$ cat src/rtl/cpu_types_pkg.sv
// ============================================================================
// cpu_types_pkg : shared word, RAM-state and arbiter-state types
// Rev 1.0
// ============================================================================
`default_nettype none

package cpu_types_pkg;

    typedef logic [31:0] word_t;

    typedef enum logic [1:0] {
        FREE   = 2'd0,
        BUSY   = 2'd1,
        ACCESS = 2'd2,
        ERROR  = 2'd3
    } ramstate_t;

    typedef enum logic [1:0] {
        IDLE  = 2'd0,
        DSERV = 2'd1,
        ISERV = 2'd2,
        ABORT = 2'd3
    } arb_state_t;

endpackage

`default_nettype wire

$ cat src/rtl/timeout_counter.sv
// ============================================================================
// timeout_counter : counts serve cycles that did not see RAM ACCESS
// Rev 1.0
// ============================================================================
`default_nettype none

module timeout_counter #(
    parameter int unsigned TIMEOUT = 16
) (
    input  logic clk,
    input  logic rst,
    input  logic clear_i,
    input  logic enable_i,
    output logic expired_o
);

    localparam int c_CNT_W = $clog2(TIMEOUT) + 1;

    logic [c_CNT_W-1:0] count_q;

    always_ff @(posedge clk or posedge rst) begin
        if (rst) begin
            count_q <= '0;
        end else if (clear_i) begin
            count_q <= '0;
        end else if (enable_i) begin
            count_q <= count_q + c_CNT_W'(1);
        end
    end

    // Fires in the cycle whose increment would make the count reach TIMEOUT.
    assign expired_o = enable_i && (count_q == c_CNT_W'(TIMEOUT - 1));

endmodule

`default_nettype wire

$ cat src/rtl/memory_arbiter.sv
// ============================================================================
// memory_arbiter : single-port RAM arbiter between instruction and data caches
// Rev 1.0
// ============================================================================
`default_nettype none

module memory_arbiter
    import cpu_types_pkg::*;
#(
    parameter int unsigned TIMEOUT = 16,
    parameter word_t       ERRWORD = 32'hBAD1BAD1
) (
    input  logic      CLK,
    input  logic      nRST,
    input  logic      iREN,
    input  logic      dREN,
    input  logic      dWEN,
    input  word_t     iaddr,
    input  word_t     daddr,
    input  word_t     dstore,
    output logic      iwait,
    output logic      dwait,
    output word_t     iload,
    output word_t     dload,
    output logic      ramREN,
    output logic      ramWEN,
    output word_t     ramaddr,
    output word_t     ramstore,
    input  word_t     ramload,
    input  ramstate_t ramstate,
    output logic      err
);

    arb_state_t state_q, state_d;
    word_t      addr_q;
    word_t      store_q;
    logic       wr_q;
    logic       side_data_q;
    logic       last_data_q;
    logic       err_q;

    logic       w_dreq;
    logic       w_grant;
    logic       w_grant_data;
    logic       w_done;
    logic       w_serving;
    logic       w_expired;

    assign w_dreq    = dREN | dWEN;
    assign w_serving = (state_q == DSERV) || (state_q == ISERV);

    timeout_counter #(
        .TIMEOUT (TIMEOUT)
    ) u_timeout (
        .clk       (CLK),
        .rst       (nRST),
        .clear_i   (state_q == IDLE),
        .enable_i  (w_serving && (ramstate != ACCESS)),
        .expired_o (w_expired)
    );

    always_ff @(posedge CLK or posedge nRST) begin
        if (nRST) begin
            state_q     <= IDLE;
            addr_q      <= '0;
            store_q     <= '0;
            wr_q        <= 1'b0;
            side_data_q <= 1'b0;
            last_data_q <= 1'b0;
            err_q       <= 1'b0;
        end else begin
            state_q <= state_d;
            if (w_grant) begin
                addr_q      <= w_grant_data ? daddr : iaddr;
                store_q     <= w_grant_data ? dstore : '0;
                wr_q        <= w_grant_data & dWEN;
                side_data_q <= w_grant_data;
            end
            if (w_done) begin
                last_data_q <= side_data_q;
            end
            if (state_q == ABORT) begin
                err_q <= 1'b1;
            end
        end
    end

    always_comb begin
        state_d      = state_q;
        w_grant      = 1'b0;
        w_grant_data = 1'b0;
        w_done       = 1'b0;
        iwait        = 1'b1;
        dwait        = 1'b1;
        iload        = '0;
        dload        = '0;
        ramREN       = 1'b0;
        ramWEN       = 1'b0;
        ramaddr      = '0;
        ramstore     = '0;

        case (state_q)
            IDLE: begin
                // Data has priority unless it won last time and fetch is waiting.
                if (iREN && (!w_dreq || last_data_q)) begin
                    state_d = ISERV;
                    w_grant = 1'b1;
                end else if (w_dreq) begin
                    state_d      = DSERV;
                    w_grant      = 1'b1;
                    w_grant_data = 1'b1;
                end
            end
            DSERV, ISERV: begin
                ramREN   = ~wr_q;
                ramWEN   = wr_q;
                ramaddr  = addr_q;
                ramstore = store_q;
                if (ramstate == ACCESS) begin
                    state_d = IDLE;
                    w_done  = 1'b1;
                    if (side_data_q) begin
                        dwait = 1'b0;
                        dload = wr_q ? '0 : ramload;
                    end else begin
                        iwait = 1'b0;
                        iload = ramload;
                    end
                end else if ((ramstate == ERROR) || w_expired) begin
                    state_d = ABORT;
                end
            end
            ABORT: begin
                state_d = IDLE;
                w_done  = 1'b1;
                if (side_data_q) begin
                    dwait = 1'b0;
                    dload = ERRWORD;
                end else begin
                    iwait = 1'b0;
                    iload = ERRWORD;
                end
            end
            default: state_d = IDLE;
        endcase
    end

    assign err = err_q | (state_q == ABORT);

endmodule

`default_nettype wire

$ cat config.mk
export PLATFORM = sky130hd
export DESIGN_NAME = memory_arbiter
export DESIGN_NICKNAME = d
export VERILOG_FILES = /design/src/rtl/cpu_types_pkg.sv /design/src/rtl/timeout_counter.sv /design/src/rtl/memory_arbiter.sv
export SDC_FILE = /design/constraint.sdc
export NUM_CORES = 1
export LEC_CHECK = 0
export CELL_PAD_IN_SITES_DETAIL_PLACEMENT = 0
export CELL_PAD_IN_SITES_GLOBAL_PLACEMENT = 1
export CORE_MARGIN = 5
export CORE_UTILIZATION = 28
export CTS_CLUSTER_SIZE = 16
export DETAILED_ROUTE_END_ITERATION = 12
export HOLD_SLACK_MARGIN = 0.08
export PLACE_DENSITY = 0.94
export SLEW_MARGIN = 5
export SYNTH_ARGS = -nofsm -noshare
export SYNTH_HDL_FRONTEND = slang
export SYNTH_SLANG_ARGS = --single-unit
$ cat constraint.sdc
create_clock -name CLK -period 7.52 [get_ports CLK]
set_clock_uncertainty 0.05 [all_clocks]
set_input_delay 1.504 -clock CLK [delete_from_list [all_inputs] [get_ports CLK]]
set_output_delay 1.504 -clock CLK [all_outputs]
set_load 0.02 [all_outputs]
[After elaboration in Yosys (flattened, before gate mapping)]
Cells that the tools add are included.
Word-level totals
  input bits: 135
  logic and storage cells: 68
  register bits: 75
  output and inout bits: 133
Cells by class
  multiplexer cells: 35
  eq/ne operators: 9
  reduce and logical (&&, ||, !) cells: 11
  $add $sub $neg: 1
  bitwise logic cells: 4
Operators by type and width (number)
  32-bit 2-to-1 mux: 11
  32-bit one-hot mux with 2 select lines: 2
  1-bit 2-to-1 mux: 12
  5-bit 2-to-1 mux: 2
  2-bit == test, second input constant: 4
  2-bit 2-to-1 mux: 4
  3-bit != test, second input constant: 2
  1-bit one-hot mux with 2 select lines: 3
  2-bit one-hot mux with 3 select lines: 1
  5-bit by 1-bit adder with 5-bit output, second input constant: 1
  5-bit by 4-bit == test with 1-bit output, second input constant: 1
  1-bit logical AND: 3
  1-bit logical OR: 3
  2-bit by 1-bit == test with 1-bit output, second input constant: 1
  2-bit zero test: 1
  2-bit != test, second input constant: 1
  1-bit bitwise OR: 2
  2-bit AND reduction: 1
  2-bit nonzero test: 1
  2-bit OR reduction: 1
  1-bit bitwise AND: 1
  1-bit zero test: 1
  1-bit NOT: 1

[Depth between registers and ports, before layout]
  depth in word-level cells: 8
  depth in mapped cells: 8
  mapped depth without buffers: 6

[Hierarchy]
From an unflattened synthesis, not the netlist that was laid out.
Unflattened totals
  cells, all modules: 520
  area, all modules: 4539.4 sq um
By module, submodules not included
  memory_arbiter: area an instance 4250.3 sq um, instances 1, seq. area each 1751.7 sq um, cells an instance 495
  timeout_counter: area an instance 289.0 sq um, instances 1, seq. area each 125.1 sq um, cells an instance 25

[Least setup slack after synthesis]
No wires, ideal clock.
  kind: input port to output port
  start: in ramstate[0]
  end: out iload[6]
  data required time: 5.966 ns
  slack: 3.405 ns
  path buffers: 2
  cell stages on the path: 5
  arrival: 2.561 ns
  path through: and3b_1 buf_2 buf_2 a21oi_1 nor3_1
On the way
  longest elaborated chain between the ends: 3
RTL lines
  from (decl): line memory_arbiter.sv:30  | input ramstate_t ramstate,
  2-bit == test: line memory_arbiter.sv:119  | if (ramstate == ACCESS) begin
  32-bit 2-to-1 mux: line memory_arbiter.sv:119
  32-bit one-hot mux with 2 select lines: line memory_arbiter.sv:102  | case (state_q)
  to (decl): line memory_arbiter.sv:23  | output word_t iload,
No other way between the ends.

[Final worst setup path]
  start: in ramstate[0]
  end: out iload[22]
Same word-level chain as after synthesis.

==> impl_metrics.py <==
metrics = {
    "grt": {
        "grt.overflow.total": 0,
        "grt_usage_pct": 17.08,
        "grt_pass1_vias": 4701,
        "antenna_found_initial": 0,
        "grt_max_degree": 76,
        "grt_pass1_wl_um": 24970,
    },
    "die": {
        "fp-row-count": 46,
        "die-area_mm2": 0.01863,
        "die_y_um": 136.5,
        "start_util_pct": 28.41,
        "dieWidth_um": 136.5,
        "ios": 268,
        "core_area_mm2": 0.01577,
    },
    "pwr": {
        "leakage_nw": 3.024,
        "ir_worst_vdd_mv": 0.2063,
        "p_total_mw": 3.461,
        "pwr_density_cell_mw_per_mm2": 458.9,
    },
    "detailed_routing": {
        "via_count": 4751,
        "drc": 0,
        "first_pass_iters": 4,
        "wirelength_um": 16270,
        "ant_nets": 0,
        "wl_per_cell_um": 16.72,
        "post_drt_via_cell_ratio": 4.883,
        "drt_iter0_drc": 148,
    },
    "status": {
        "status": "finished, final reports clean",
    },
    "layout": {
        "fin_nets": 891,
        "final_cells": 973,
        "drive_gt1_share_pct": 5.020,
        "layout_common_cells": "267 x clkdlybuf4s50_1, 75 x dfrtp_1, 66 x and2_1",
        "area_growth_pct": 68.33,
        "n_antenna_cell": 0,
        "final_common_cell": "clkdlybuf4s50_1",
        "fillers": 1578,
        "post-route-util_pct": 47.83,
    },
    "sta": {
        "finalHoldViolations": 0,
        "period_needed_ps": 5420,
        "fmaxAchievable_mhz": 184.5,
        "rsz0062_at_grt": "false",
        "tightest_slew_ps": 1242,
        "final_max_slew_viol_count": 0,
        "relSlewSlack_pct": 16.88,
        "setup_viol": 0,
        "setup_tns_ps": 0,
        "min_period_over_period_pct": 72.08,
    },
    "critical_path": {
        "crit_type": "in -> out",
        "critPathRequiredTime_ps": 5970,
        "worst_setup_path_start_kind": "primary input",
        "arrival_ps": 3870,
        "crit-reg2reg-launch": "state_q[0]$_DFFE_PP0P_",
        "path_max_fanout": 26,
        "r2r_slack_ps": 4530,
        "r2r_cells": 6,
        "cp-end-kind": "output pin",
        "regToRegEndpoint": "store_q[9]$_DFFE_PP0P_",
    },
    "hold_path": {
        "hold_class": "reg -> reg",
        "hold_start": "err_q$_DFFE_PP0N_",
        "holdPathStages": 1,
        "min_to": "err_q$_DFFE_PP0N_",
    },
    "placement": {
        "port-buffer-count": 267,
        "gp_congestion": 0.7364,
        "dp_hpwl_um": 11520,
        "placed_cells": 957,
    },
    "clock_tree": {
        "cts.repair.resized": 0,
        "clk_pin_slew_worst_paths_ps": 60,
        "cts_max_path_buffers": 2,
        "clock_latency_ps": 340,
        "cts_root_buf": "clkbuf_16",
        "cts_inserted_buffers": 9,
        "clkSinkCount": 75,
        "postCtsSetupRepairBufs": 0,
        "cts_tree": "yes",
        "htreeDepth": 3,
        "postCtsHoldBufs": 0,
    },
    "yosys": {
        "synth-seq-cells": 75,
        "synth_flop_cell": "dfrtp_1",
        "seq_area_frac_synth_pct": 41.89,
        "syn_area_mm2": 0.004481,
        "synth_nets": 661,
        "synth-edff-count": 0,
        "async_flop_share_pct": 100.0,
        "yosysWarningCount": 0,
        "synth.avg_cell_area_um2": 8.583,
        "synthCells": 522,
        "synth.distinct_cells": 41,
    },
    "run": {
        "cap_violations": 0,
    },
}
-- area by class of cell --
cell class	count	area [µm²]	area share, %
timing repair buffer	275	2733	36.23
multi-input combinational	385	2292	30.39
sequential	75	1877	24.88
tap	216	270.3	3.583
clock buffer	9	225.2	2.986
clock inverter	7	121.4	1.609
inverter	6	23.77	0.3152
-- stage by stage --
step                hold WS (ps)  worst slack, ps  cell area (µm²)
finish                     412.5             2100             7542
detailed placement         399.1             2130             7196
global route               444.3             1782             7542
global placement           394.4             2168             7196
CTS                        415.7             2094             7542
floorplan                  381.0             3405             4481
-- critical path: stages --
cell             delay (ps)
clkdlybuf4s50_1         490
and3b_1                 870
a21oi_1                 160
nor3_1                  180
clkdlybuf4s50_1         640
-- cell families (layout without fill, tap and decap cells) --
group,Yosys count,in the layout,synth area share [%]
AO/OA/AOI/OAI,160,160,22.79
adder cells (fa/ha/maj),4,4,1.117
buffers and inverters,62,297,7.093
flip-flops,75,75,41.89
multiplexers,1,1,0.2513
AND/OR/NAND/NOR,220,220,26.86
-- power breakdown --
| part | leakage [nW] | internal [mW] | switching, mW |
|---|---|---|---|
| registers | 0.899 | 0.590 | 0.106 |
| clock network | 0.171 | 0.327 | 0.185 |
| logic | 1.95 | 1.01 | 1.24 |
| total | 3.02 | 1.93 | 1.53 |
-- sequential cells by signal, indices dropped and copies added, names as in the netlist --
register,flops
addr_q,32
err_q,1
last_data_q,1
side_data_q,1
state_q,2
store_q,32
u_timeout.count_q,5
wr_q,1
-- layer usage --
metal	wire [µm]	track usage, %	share of wire, %	vias to the layer above
li1	-	-	-	2324
met1	6500	20.28	40	2242
met2	7994	29.19	49	170
met3	1542	6.838	9.5	15
met4	229	3.583	1.4	0
met5	0	0	0	-
-- cells in the mapped netlist (2+ instances only) --
master	number	area (µm²)
a21o_1	2	15.01
a21oi_1	43	215.2
a22o_1	33	289.0
a31oi_1	32	200.2
and2_1	66	412.9
and3_1	29	181.4
buf_2	25	125.1
buf_4	6	45.04
buf_6	4	45.04
clkbuf_1	19	71.32
dfrtp_1	75	1877
ha_1	4	50.05
inv_1	6	22.52
nand3_1	52	260.3
nor2_1	47	176.4
nor2b_1	2	12.51
nor3_1	8	40.04
o21ai_0	37	185.2
o21bai_1	3	22.52
o31a_1	2	17.52
o31ai_1	3	22.52
or2_1	2	12.51
or2_2	3	18.77
or4_1	2	15.01
-- worst max-delay path by stage --
| stage | start | to | cells after the start |
|---|---|---|---|
| final | ramstate[0] | iload[22] | 5 |
| after global routing | state_q[1]$_DFFE_PP0P_ | dload[30] | 7 |
| after CTS | state_q[1]$_DFFE_PP0P_ | dload[21] | 7 |
| after detailed placement | ramstate[0] | dload[4] | 5 |
| after global placement | ramstate[0] | dload[4] | 5 |
| after floorplan | ramstate[0] | iload[6] | 5 |
(Power assumes the default switching activity.)
